--- config.mk ---
export PLATFORM = sky130hd
export DESIGN_NAME = fractal_pixel_dispatcher
export DESIGN_NICKNAME = d
export VERILOG_FILES = /design/src/rtl/fractal_pkg.sv /design/src/rtl/fractal_wrap_counter.sv /design/src/rtl/fractal_pixel_dispatcher.sv
export SDC_FILE = /design/constraint.sdc
export NUM_CORES = 1
export LEC_CHECK = 0
export CORE_ASPECT_RATIO = 0.5
export CORE_MARGIN = 2
export CORE_UTILIZATION = 45
export CTS_CLUSTER_DIAMETER = 40
export DETAILED_ROUTE_END_ITERATION = 10
export PLACE_DENSITY = 0.8
export SLEW_MARGIN = 30
export SYNTH_ARGS = -nofsm -noshare
export SYNTH_HDL_FRONTEND = slang
export SYNTH_SLANG_ARGS = --single-unit
--- constraint.sdc ---
create_clock -name clk -period 3.5 [get_ports clk]
set_input_delay 0.7 -clock clk [delete_from_list [all_inputs] [get_ports clk]]
set_output_delay 0.7 -clock clk [all_outputs]
set_load 0.03 [all_outputs]
--- src/rtl/fractal_pkg.sv ---
// Shared widths and per-slot bookkeeping types for the fractal pixel dispatcher.
package fractal_pkg;

  localparam int NUM_ENGINES_DEF = 4;
  localparam int ITER_WIDTH_DEF  = 6;
  localparam int PIX_WIDTH_DEF   = 10;

  // One slot per engine: in flight, result waiting, or in flight but abandoned by a flush.
  typedef struct packed {
    logic pending;
    logic filled;
    logic discard;
  } slot_flags_t;

endpackage

--- src/rtl/fractal_wrap_counter.sv ---
// Modulo-MAX counter (0..MAX-1) with synchronous clear; clear wins over increment.
module fractal_wrap_counter #(
  parameter  int MAX = 4,
  localparam int W   = (MAX > 1) ? $clog2(MAX) : 1
) (
  input  logic         clk,
  input  logic         rst,
  input  logic         inc,
  input  logic         clr,
  output logic [W-1:0] cnt
);

  always_ff @(posedge clk or posedge rst) begin
    if (rst)      cnt <= '0;
    else if (clr) cnt <= '0;
    else if (inc) cnt <= (cnt == W'(MAX - 1)) ? '0 : cnt + 1'b1;
  end

endmodule

--- src/rtl/fractal_pixel_dispatcher.sv ---
// Round-robin pixel issue to mandelbrot engines with in-order result retirement.
module fractal_pixel_dispatcher
  import fractal_pkg::*;
#(
  parameter int NUM_ENGINES = NUM_ENGINES_DEF,
  parameter int ITER_WIDTH  = ITER_WIDTH_DEF,
  parameter int PIX_WIDTH   = PIX_WIDTH_DEF
) (
  input  logic                              clk,
  input  logic                              rst,
  input  logic                              pix_valid,
  output logic                              pix_ready,
  input  logic [PIX_WIDTH-1:0]              pix_x,
  input  logic [PIX_WIDTH-1:0]              pix_y,
  input  logic                              flush,
  input  logic [ITER_WIDTH-1:0]             max_iter_limit,
  output logic [NUM_ENGINES-1:0]            eng_start,
  output logic [PIX_WIDTH-1:0]              eng_x,
  output logic [PIX_WIDTH-1:0]              eng_y,
  input  logic [NUM_ENGINES-1:0]            eng_done,
  input  logic [NUM_ENGINES*ITER_WIDTH-1:0] eng_iter,
  output logic                              out_valid,
  input  logic                              out_ready,
  output logic [ITER_WIDTH-1:0]             out_iter,
  output logic                              out_in_set
);

  localparam int PTR_W = $clog2(NUM_ENGINES);

  slot_flags_t [NUM_ENGINES-1:0]                 slot;
  logic        [NUM_ENGINES-1:0][ITER_WIDTH-1:0] result;
  logic        [PTR_W-1:0]                       wr_ptr, rd_ptr;
  logic                                          fire, load;

  assign pix_ready = !rst && !flush && !slot[wr_ptr].pending && !slot[wr_ptr].filled;
  assign fire      = pix_valid && pix_ready;
  assign load      = !flush && slot[rd_ptr].filled && (!out_valid || out_ready);
  assign eng_start = fire ? (NUM_ENGINES'(1) << wr_ptr) : '0;
  assign eng_x     = pix_x;
  assign eng_y     = pix_y;

  fractal_wrap_counter #(.MAX(NUM_ENGINES)) u_wr_ptr (
    .clk (clk),
    .rst (rst),
    .inc (fire),
    .clr (flush),
    .cnt (wr_ptr)
  );

  fractal_wrap_counter #(.MAX(NUM_ENGINES)) u_rd_ptr (
    .clk (clk),
    .rst (rst),
    .inc (load),
    .clr (flush),
    .cnt (rd_ptr)
  );

  always_ff @(posedge clk or posedge rst) begin
    if (rst) begin
      slot   <= '0;
      result <= '0;
    end else begin
      for (int k = 0; k < NUM_ENGINES; k++) begin
        if (flush) begin
          // An engine finishing on the flush edge is already idle, so it needs no discard.
          slot[k].pending <= slot[k].pending && !eng_done[k];
          slot[k].discard <= slot[k].pending && !eng_done[k];
          slot[k].filled  <= 1'b0;
        end else begin
          if (eng_done[k] && slot[k].pending) begin
            slot[k].pending <= 1'b0;
            slot[k].discard <= 1'b0;
            if (!slot[k].discard) begin
              slot[k].filled <= 1'b1;
              result[k]      <= eng_iter[k*ITER_WIDTH +: ITER_WIDTH];
            end
          end else if (fire && wr_ptr == PTR_W'(k)) begin
            slot[k].pending <= 1'b1;
          end
          if (load && rd_ptr == PTR_W'(k))
            slot[k].filled <= 1'b0;
        end
      end
    end
  end

  always_ff @(posedge clk or posedge rst) begin
    if (rst) begin
      out_valid  <= 1'b0;
      out_iter   <= '0;
      out_in_set <= 1'b0;
    end else if (flush) begin
      out_valid <= 1'b0;
    end else if (load) begin
      out_valid  <= 1'b1;
      out_iter   <= result[rd_ptr];
      out_in_set <= result[rd_ptr] >= max_iter_limit;
    end else if (out_ready) begin
      out_valid <= 1'b0;
    end
  end

endmodule
### Word-level counts from Yosys, hierarchy flattened

Cells that the tools add are included.

| operators by class | value |
|---|---|
| $add $sub $neg | 2 |
| multiply operators | 0 |
| div/mod/pow operators | 0 |
| magnitude comparators | 3 |
| equality and inequality tests | 10 |
| shift operators | 1 |
| muxes and demuxes | 40 |
| bitwise logic cells | 5 |
| reductions and logical operators | 58 |

Operator list:

| operator | number |
|---|---|
| $reduce_bool 3->1 | 9 |
| $logic_and 1x1->1 | 22 |
| $mux 2 | 11 |
| $mux 1 | 19 |
| $mux 3 | 5 |
| $bmux 3 s2 | 2 |
| $bmux 6 s2 | 1 |
| $ne 3x2->1 const B | 4 |
| $reduce_and 3->1 | 4 |
| $reduce_bool 2->1 | 6 |
| $reduce_and 2->1 | 5 |
| $logic_not 1->1 | 9 |
| $eq 2x2->1 const B | 4 |
| $ge 6x6->1 | 1 |
| $lt 2x3->1 const B | 2 |
| $mux 6 | 1 |
| $not 1->1 | 5 |
| $add 2x1->2 const B | 2 |
| $eq 2x1->1 const B | 2 |
| $logic_not 2->1 | 2 |
| $mux 4 | 1 |
| $shl 1x2->4 const A | 1 |
| $logic_or 1x1->1 | 1 |

| word-level totals | value |
|---|---|
| register bits after elaboration | 48 |
| bits in latches | 0 |
| bits in writable memories | 0 |
| memory bits (read-only) | 0 |
| logic and storage cells | 140 |
| memories | 0 |

### Longest topological paths before layout

Gate-level depths: netlist (run 1).

| logic depth | value |
|---|---|
| word-level depth | 10 |
| mapped depth | 8 |

### Hierarchy

From an unflattened synthesis (run 1), not the netlist that was laid out.

| second synthesis, totals | value |
|---|---|
| cell total of the unflattened synthesis | 210 |
| area, all modules | 2,598.7 um^2 |

Modules (own cells, without submodules):

| module | instances | cells an instance | area each (um^2) | sequential area each (um^2) |
|---|---|---|---|---|
| fractal_pixel_dispatcher | 1 | 192 | 2,391.0 | 1,101.1 |
| fractal_wrap_counter | 2 | 9 | 103.8 | 50.0 |

### Least setup slack after synthesis (run 1)

No wires, ideal clock.

| path | value |
|---|---|
| kind | input port to output port |
| start point | input rst |
| end point | output eng_start[0] |
| arrival time | 2.727 ns |
| data required time | 2.800 ns |
| path slack | 0.073 ns |
| cell stages on the path | 3 |
| path buffers | 0 |
| path through | inv_1 > nand4_2 > nor2_1 |

| on the way | value |
|---|---|
| word-level cells in the longest chain between the ends | 6 |

RTL lines:

| element | line | source |
|---|---|---|
| from (decl) | fractal_pixel_dispatcher.sv:10 | `input logic rst,` |
| $logic_not 1->1 (no line) | n/a |  |
| $logic_and 1x1->1 (3 in a row) | fractal_pixel_dispatcher.sv:35 | `assign pix_ready = !rst && !flush && !slot[wr_ptr].pending && !slot[wr_ptr].filled;` |
| $logic_and 1x1->1 | fractal_pixel_dispatcher.sv:36 | `assign fire = pix_valid && pix_ready;` |
| $mux 4 | fractal_pixel_dispatcher.sv:38 | `assign eng_start = fire ? (NUM_ENGINES'(1) << wr_ptr) : '0;` |
| to (decl) | fractal_pixel_dispatcher.sv:17 | `output logic [NUM_ENGINES-1:0] eng_start,` |

No other way between the ends.

### Worst setup path after layout (run 1)

| path | value |
|---|---|
| start point | input flush |
| end point | output pix_ready |

| on the way | value |
|---|---|
| word-level cells in the longest chain between the ends | 4 |

RTL lines:

| element | line | source |
|---|---|---|
| from (decl) | fractal_pixel_dispatcher.sv:15 | `input logic flush,` |
| $logic_not 1->1 | fractal_pixel_dispatcher.sv:35 |  |
| $logic_and 1x1->1 (3 in a row) | fractal_pixel_dispatcher.sv:35 |  |
| to (decl) | fractal_pixel_dispatcher.sv:12 | `output logic pix_ready,` |

No other way between the ends.

==> results by group, run 1 <==
Outcome
  • Status: finished, final reports clean

Synthesis
  • Number of synthesized flops with an enable pin: 0
  • Asr flop ratio synth: 100.0%
  • Seq cells post-synth: between 40 and 50
  • Synth Flop Type: dfrtp_1
  • Mean Syn Cell Area: 11.95 µm²
  • Syn_nets: 290
  • Most numerous cell in the Yosys netlist: dfrtp_1
  • Ranking of synthesized cells by area: dfrtp_1, mux2_2, ha_1, mux4_1, buf_4
  • YS warnings: 0
  • Sequential share of the synthesized area: a little under half
  • Area share of the largest cell type after synthesis: 46.33%
  • Synth Cell Area: ~0.0026 mm²
  • Syn Inst Count: 217
  • Cell taking the most area after synthesis: dfrtp_1
  • Post-synthesis cell type count: 30
  • Top cells by count, synth: dfrtp_1, mux2_2, nand2_1

Flow run
  • Max_cap viols: 0

STA
  • Relative slew slack: 50.37%
  • Final worst slack: 507.0 ps
  • Worst slew pin tran: 740.5 ps
  • Final setup vio count: 0
  • Hold Fails Final Rpt: 0
  • Min Tclk post-route: 2993 ps
  • RSZ-0062 raised after global routing: no
  • Part of the cycle the worst path needs: 85.51%
  • Setup TNS: 0 ps
  • Max Clock Skew: 5.655 ps
  • Max Slew Vio Count: 0
  • Max Clk Rate: 0.3341 GHz
  • Hold WS: between 400 and 500 ps

Worst setup path
  • Crit path DAT: approximately 2300 ps
  • CP Max Fanout: 8
  • Flop2flop setup slack: 1180 ps
  • Critical Path Sink: pix_ready
  • CP Launch Point: flush
  • Crit. End Element: output pin
  • Req. time, crit path: 2800 ps
  • Worst r2r path cells: 6
  • Reg-to-Reg End: out_in_set
  • Critical path type: in -> out
  • Crit path launch type: primary input
  • Worst r2r src: u_rd_ptr.cnt[0]

Drt
  • Final ANT Viol Nets: 0
  • 1st-iter DRT viols: 32
  • DRC errors left: 0
  • Total Wirelength: roughly 5.6 mm
  • Via/cell ratio: 5.390
  • Drt wl/cell: around 17 µm
  • Number of vias in the routed layout: between 1500 and 2000
  • Pre-antenna DRT Iters: 4

CTS
  • Clk sink count: 48
  • CTS clk-pin slew, worst paths: 70 ps
  • CTS Hold Bufs: 0
  • Root buffer cell: clkbuf_16
  • Cts repair resizes: 0
  • Bufs on Longest Clock Path: 2
  • Postcts setup bufs: 0
  • H-tree Lvls: 2
  • TritonCTS clock tree: yes
  • Total CTS buffers: 5
  • Worst skew pair latency: approximately 280 ps

Global routing
  • GRT Total Usage: 18.01%
  • Number of global-route vias before repair: 1852
  • Global route overflow: 0
  • First-pass GRT wire length: 8.970 mm
  • Initial antenna violation count: 0
  • Pin count of the biggest net entering global routing: 50

Power and ir drop
  • Pwr dens: 521.0 mW/mm²
  • Leak: 1.470 nW
  • Pwr Total: around 1.7 mW
  • Peak VDD IR: 0.2360 mV

Finish
  • Fin nets: 325
  • Finished Cell Area: 0.003181 mm²
  • # fillers: roughly 440
  • Area delta synth->final: 22.68%
  • Layout cell share with drive strength beyond 1: between 20% and 30%
  • ANT cells: 0

Place
  • Pre-CTS WS: 491.8 ps
  • Routability cong.: 0.7529
  • Port Buffer Count: 51
  • DP Area: about 0.003 mm²
  • DP HPWL: just over 4 mm

Floorplan
  • Initial Utilization: 47.01%
  • Ports: 92
  • Die H: 57.67 µm
  • Die area: 0.006421 mm²
  • Die Wd: 111.3 µm
  • Core Rows: 19
  • Core area: approximately 0.0055 mm²

Min path
  • Hold_sp: out_iter[4]
  • Worst hold path class: reg -> reg
cell families after synthesis:
kind of cell / count (synthesis) / synth area share, %
mux: 38 / 20.61
buf+inv: 42 / 9.652
flops: 48 / 46.33
compound gates: 27 / 6.708
simple gates: 48 / 9.943
fa+ha+maj: 14 / 6.757
worst min-delay path by stage:
stage / slack [ps] / to / cells after the start
after floorplan: 470 / result[10] / 1
after global placement: 460 / out_iter[4] / 2
after detailed placement: 470 / out_iter[2] / 2
after CTS: 480 / out_iter[2] / 2
after global routing: 510 / out_iter[4] / 2
final: 480 / out_iter[4] / 2
cell usage in the layout (no fill, tap or decap), types with 2 or more instances in the layout:
cell,count
clkdlybuf4s50_1,47
mux4_2,2
mux2i_1,5
nor3_2,4
nor2_1,9
nand2b_1,4
dfrtp_1,48
mux2_2,25
mux4_1,6
inv_1,15
ha_1,14
clkbuf_16,5
buf_4,6
a21oi_1,11
nand2_1,24
a21oi_2,4
o31ai_1,6
o21ai_0,3
registers in the layout (all words and copies together), names as in the netlist:
register      count
out_in_set        1
out_iter          6
out_valid         1
result           24
slot             12
u_rd_ptr.cnt      2
u_wr_ptr.cnt      2
area by class of cell:
class	instances	area (µm²)	area share [%]
sequential	48	1201	37.77
multi-input combinational	127	1141	35.88
timing repair buffer	53	515.5	16.21
clock buffer	5	125.1	3.934
tap	73	91.34	2.872
inverter	17	63.81	2.006
clock inverter	3	42.54	1.338
through the flow:
| stage | utilization (%) | instances |
|---|---|---|
| floorplan | - | 217 |
| global placement | 54.63 | 318 |
| detailed placement | 54.63 | 318 |
| CTS | 57.67 | 326 |
| global route | 57.67 | 326 |
| finish | 57.67 | 326 |
routing by layer:
metal	wire, µm	vias to the layer above	global-route usage, %
li1	-	811	-
met4	126	0	7.407
met5	0	-	0
met3	278	16	4.289
met1	2235	871	20.99
met2	2915	59	33.01
power breakdown:
part           internal (mW)  total, mW  leakage, nW  switching, mW
registers              0.647      0.703        0.648         0.0557
logic                  0.219      0.417        0.742          0.197
clock network          0.336      0.537       0.0798          0.202
critical path, cell delays in order:
cell,delay [ps]
clkdlybuf4s50_1,490
clkinv_1,260
and3_1,250
clkdlybuf4s50_1,580
No activity file was read; power rests on OpenSTA's default activity.
==> run 2: changes to the inputs <==
--- a/config.mk
+++ b/config.mk
@@ -11,7 +11,8 @@
 export CTS_CLUSTER_DIAMETER = 40
 export DETAILED_ROUTE_END_ITERATION = 10
 export PLACE_DENSITY = 0.8
-export SLEW_MARGIN = 30
+export RECOVER_POWER = 100
+export SLEW_MARGIN = 15
 export SYNTH_ARGS = -nofsm -noshare
 export SYNTH_HDL_FRONTEND = slang
 export SYNTH_SLANG_ARGS = --single-unit
==> results by group, run 2 (same netlist as run 1, synthesis figures left out) <==
Outcome
  • Status: finished, final reports clean (unchanged)

Power and ir drop
  • Peak VDD IR: 0.2351 mV (was 0.2360 mV)
  • Leak: 1.462 nW (was 1.470 nW)
  • Pwr dens: 525.6 mW/mm² (was 521.0 mW/mm²)
  • Pwr Total: 1.640 mW (was 1.657 mW)

STA
  • Max Slew Vio Count: 0 (unchanged)
  • Final setup vio count: 0 (unchanged)
  • Hold Fails Final Rpt: 0 (unchanged)
  • Worst slew pin tran: 1289 ps (was 740.5 ps)
  • Setup TNS: 0 ps (unchanged)
  • Part of the cycle the worst path needs: 88.28% (was 85.51%)
  • Min Tclk post-route: 3090 ps (was 2993 ps)
  • Max Clock Skew: 6.376 ps (was 5.655 ps)
  • RSZ-0062 raised after global routing: no (unchanged)
  • Max Clk Rate: 0.3236 GHz (was 0.3341 GHz)
  • Relative slew slack: 13.42% (was 50.37%)
  • Final worst slack: 410.2 ps (was 507.0 ps)
  • Hold WS: 471.8 ps (was 479.6 ps)

Worst setup path
  • CP Cell Sequence: dlygate4sd3_1 -> clkinv_1 -> and3_1 -> dlygate4sd3_1 (was clkdlybuf4s50_1 -> clkinv_1 -> and3_1 -> clkdlybuf4s50_1)
  • Crit path max-delay family: buffers and inverters (unchanged)
  • Critical path type: in -> out (unchanged)
  • Crit path DAT: 2390 ps (was 2290 ps)
  • Crit-path most repeated cell: dlygate4sd3_1 (was clkdlybuf4s50_1)
  • Crit. End Element: output pin (unchanged)
  • Crit path buffers/inverters: 3 (unchanged)
  • CP max stage delay: 680 ps (was 580 ps)
  • Req. time, crit path: 2800 ps (about the same)
  • Slowest-stage cell, CP: dlygate4sd3_1 (was clkdlybuf4s50_1)
  • Crit path launch type: primary input (unchanged)
  • CP Max Fanout: 8 (unchanged)

Floorplan
  • Initial Utilization: 47.01% (unchanged)
  • Die H: 57.67 µm (unchanged)
  • Core Rows: 19 (unchanged)
  • Core area: 0.005515 mm² (unchanged)
  • Die area: 0.006421 mm² (unchanged)
  • Ports: 92 (unchanged)
  • Die Wd: 111.3 µm (unchanged)

CTS
  • TritonCTS clock tree: yes (unchanged)
  • Bufs on Longest Clock Path: 2 (unchanged)
  • Cts repair resizes: 0 (unchanged)
  • Postcts setup bufs: 0 (unchanged)
  • H-tree Lvls: 2 (unchanged)
  • Root buffer cell: clkbuf_16 (unchanged)
  • CTS Hold Bufs: 0 (unchanged)
  • Clk sink count: 48 (unchanged)
  • CTS clk-pin slew, worst paths: 60 ps (was 70 ps)
  • Total CTS buffers: 5 (unchanged)
  • Worst skew pair latency: 290 ps (was 280 ps)

Flow run
  • Max_cap viols: 0 (unchanged)

Global routing
  • Pin count of the biggest net entering global routing: 50 (unchanged)
  • Global route overflow: 0 (unchanged)
  • Initial antenna violation count: 0 (unchanged)
  • Number of global-route vias before repair: 1852 (unchanged)
  • GRT Total Usage: 18.01% (unchanged)
  • First-pass GRT wire length: 8.970 mm (unchanged)

Finish
  • Final core occ: 56.58% (was 57.67%)
  • Leading cell types in the layout, fill and taps excluded: dfrtp_1, clkdlybuf4s50_1, nand2_1, mux2_2, inv_1 (was dfrtp_1, clkdlybuf4s50_1, mux2_2, nand2_1, inv_1)
  • Biggest register: result (unchanged)
  • FF/Latch Area: 0.001201 mm² (unchanged)
  • ANT cells: 0 (unchanged)
  • Fin nets: 325 (unchanged)
  • Area delta synth->final: 20.37% (was 22.68%)
  • Biggest regs: result (24), slot (12), out_iter (6) (unchanged)
  • Layout cell share with drive strength beyond 1: 15.81% (was 21.34%)
  • Max reg flops: 24 (unchanged)
  • Finished Layout Cells: 326 (unchanged)
  • # fillers: 458 (was 443)
  • Finished Cell Area: 0.003120 mm² (was 0.003181 mm²)
  • Multi-input logic area: 0.001102 mm² (was 0.001141 mm²)
  • Commonest non-fill, non-tap cell in the layout: dfrtp_1 (unchanged)

Place
  • DP Area: 0.003013 mm² (unchanged)
  • Routability cong.: 0.7529 (unchanged)
  • DP HPWL: 4.051 mm (unchanged)
  • Cells after DPL: 318 (unchanged)
  • Pre-CTS WS: 491.8 ps (unchanged)
  • Port Buffer Count: 51 (unchanged)

Drt
  • Via/cell ratio: 5.334 (was 5.390)
  • Total Wirelength: 5.533 mm (was 5.555 mm)
  • DRC errors left: 0 (unchanged)
  • Drt wl/cell: 16.97 µm (was 17.04 µm)
  • 1st-iter DRT viols: 52 (was 32)
  • Number of vias in the routed layout: 1739 (was 1757)
  • Final ANT Viol Nets: 0 (unchanged)
  • Pre-antenna DRT Iters: 4 (unchanged)

Min path
  • Worst hold path class: reg -> reg (unchanged)
[run 2: cell types whose count changed in the layout (fill, tap and decap cells not counted), moves of 2 or more]
cell | previous run | this run
clkdlybuf4s50_1 | 47 | 36
nor3_1 | 0 | 4
mux2_2 | 25 | 23
nor3_2 | 4 | 0
mux2_1 | 0 | 2
buf_4 | 6 | 0
dlygate4sd3_1 | 0 | 11
clkbuf_1 | 0 | 5
[run 2: path summary, 6_finish.rpt]
check | startpoint | endpoint | slack [ps] | cells past startpoint
setup / recovery | flush | pix_ready | 410 | 4
hold / removal | out_iter[2] | out_iter[2] | 470 | 2
setup reg to reg | u_rd_ptr.cnt[0] | out_in_set | 1180 | 6
hold reg to reg | out_iter[2] | out_iter[2] | 470 | 2
max in group asynchronous | rst | slot[7] | 1400 | 3
min in group asynchronous | rst | u_wr_ptr.cnt[1] | 1370 | 3
[run 2: worst register-to-register path: cells and delay by family (launching register included)]
| family | cells | cell delay [ps] |
|---|---|---|
| AOI/OAI and AO/OA | 4 | 530 |
| adders and majority gates | 1 | 310 |
| DFF | 1 | 670 |
| muxes | 1 | 670 |
[run 2: final cells by class]
cell class / instances / share of cell area [%]
flip-flops and latches: 48 / 38.49
clock inverters: 3 / 1.363
multi-input cells: 127 / 35.32
well taps: 73 / 2.927
clock buffers: 5 / 4.010
inverters: 17 / 2.045
repair buffers: 53 / 15.84
[run 2: report_power, final]
group	internal, mW	switching (mW)
Combinational	0.205	0.195
Clock	0.336	0.204
Sequential	0.647	0.0535
Total	1.19	0.452
[run 2: per-layer routing]
metal	global-route usage, %	share of wire [%]	routed length (µm)	vias up
met3	4.289	4.8	265	16
met1	20.99	41	2284	860
li1	-	-	-	808
met5	0	0	0	-
met4	7.407	2.2	124	0
met2	33.01	52	2858	55
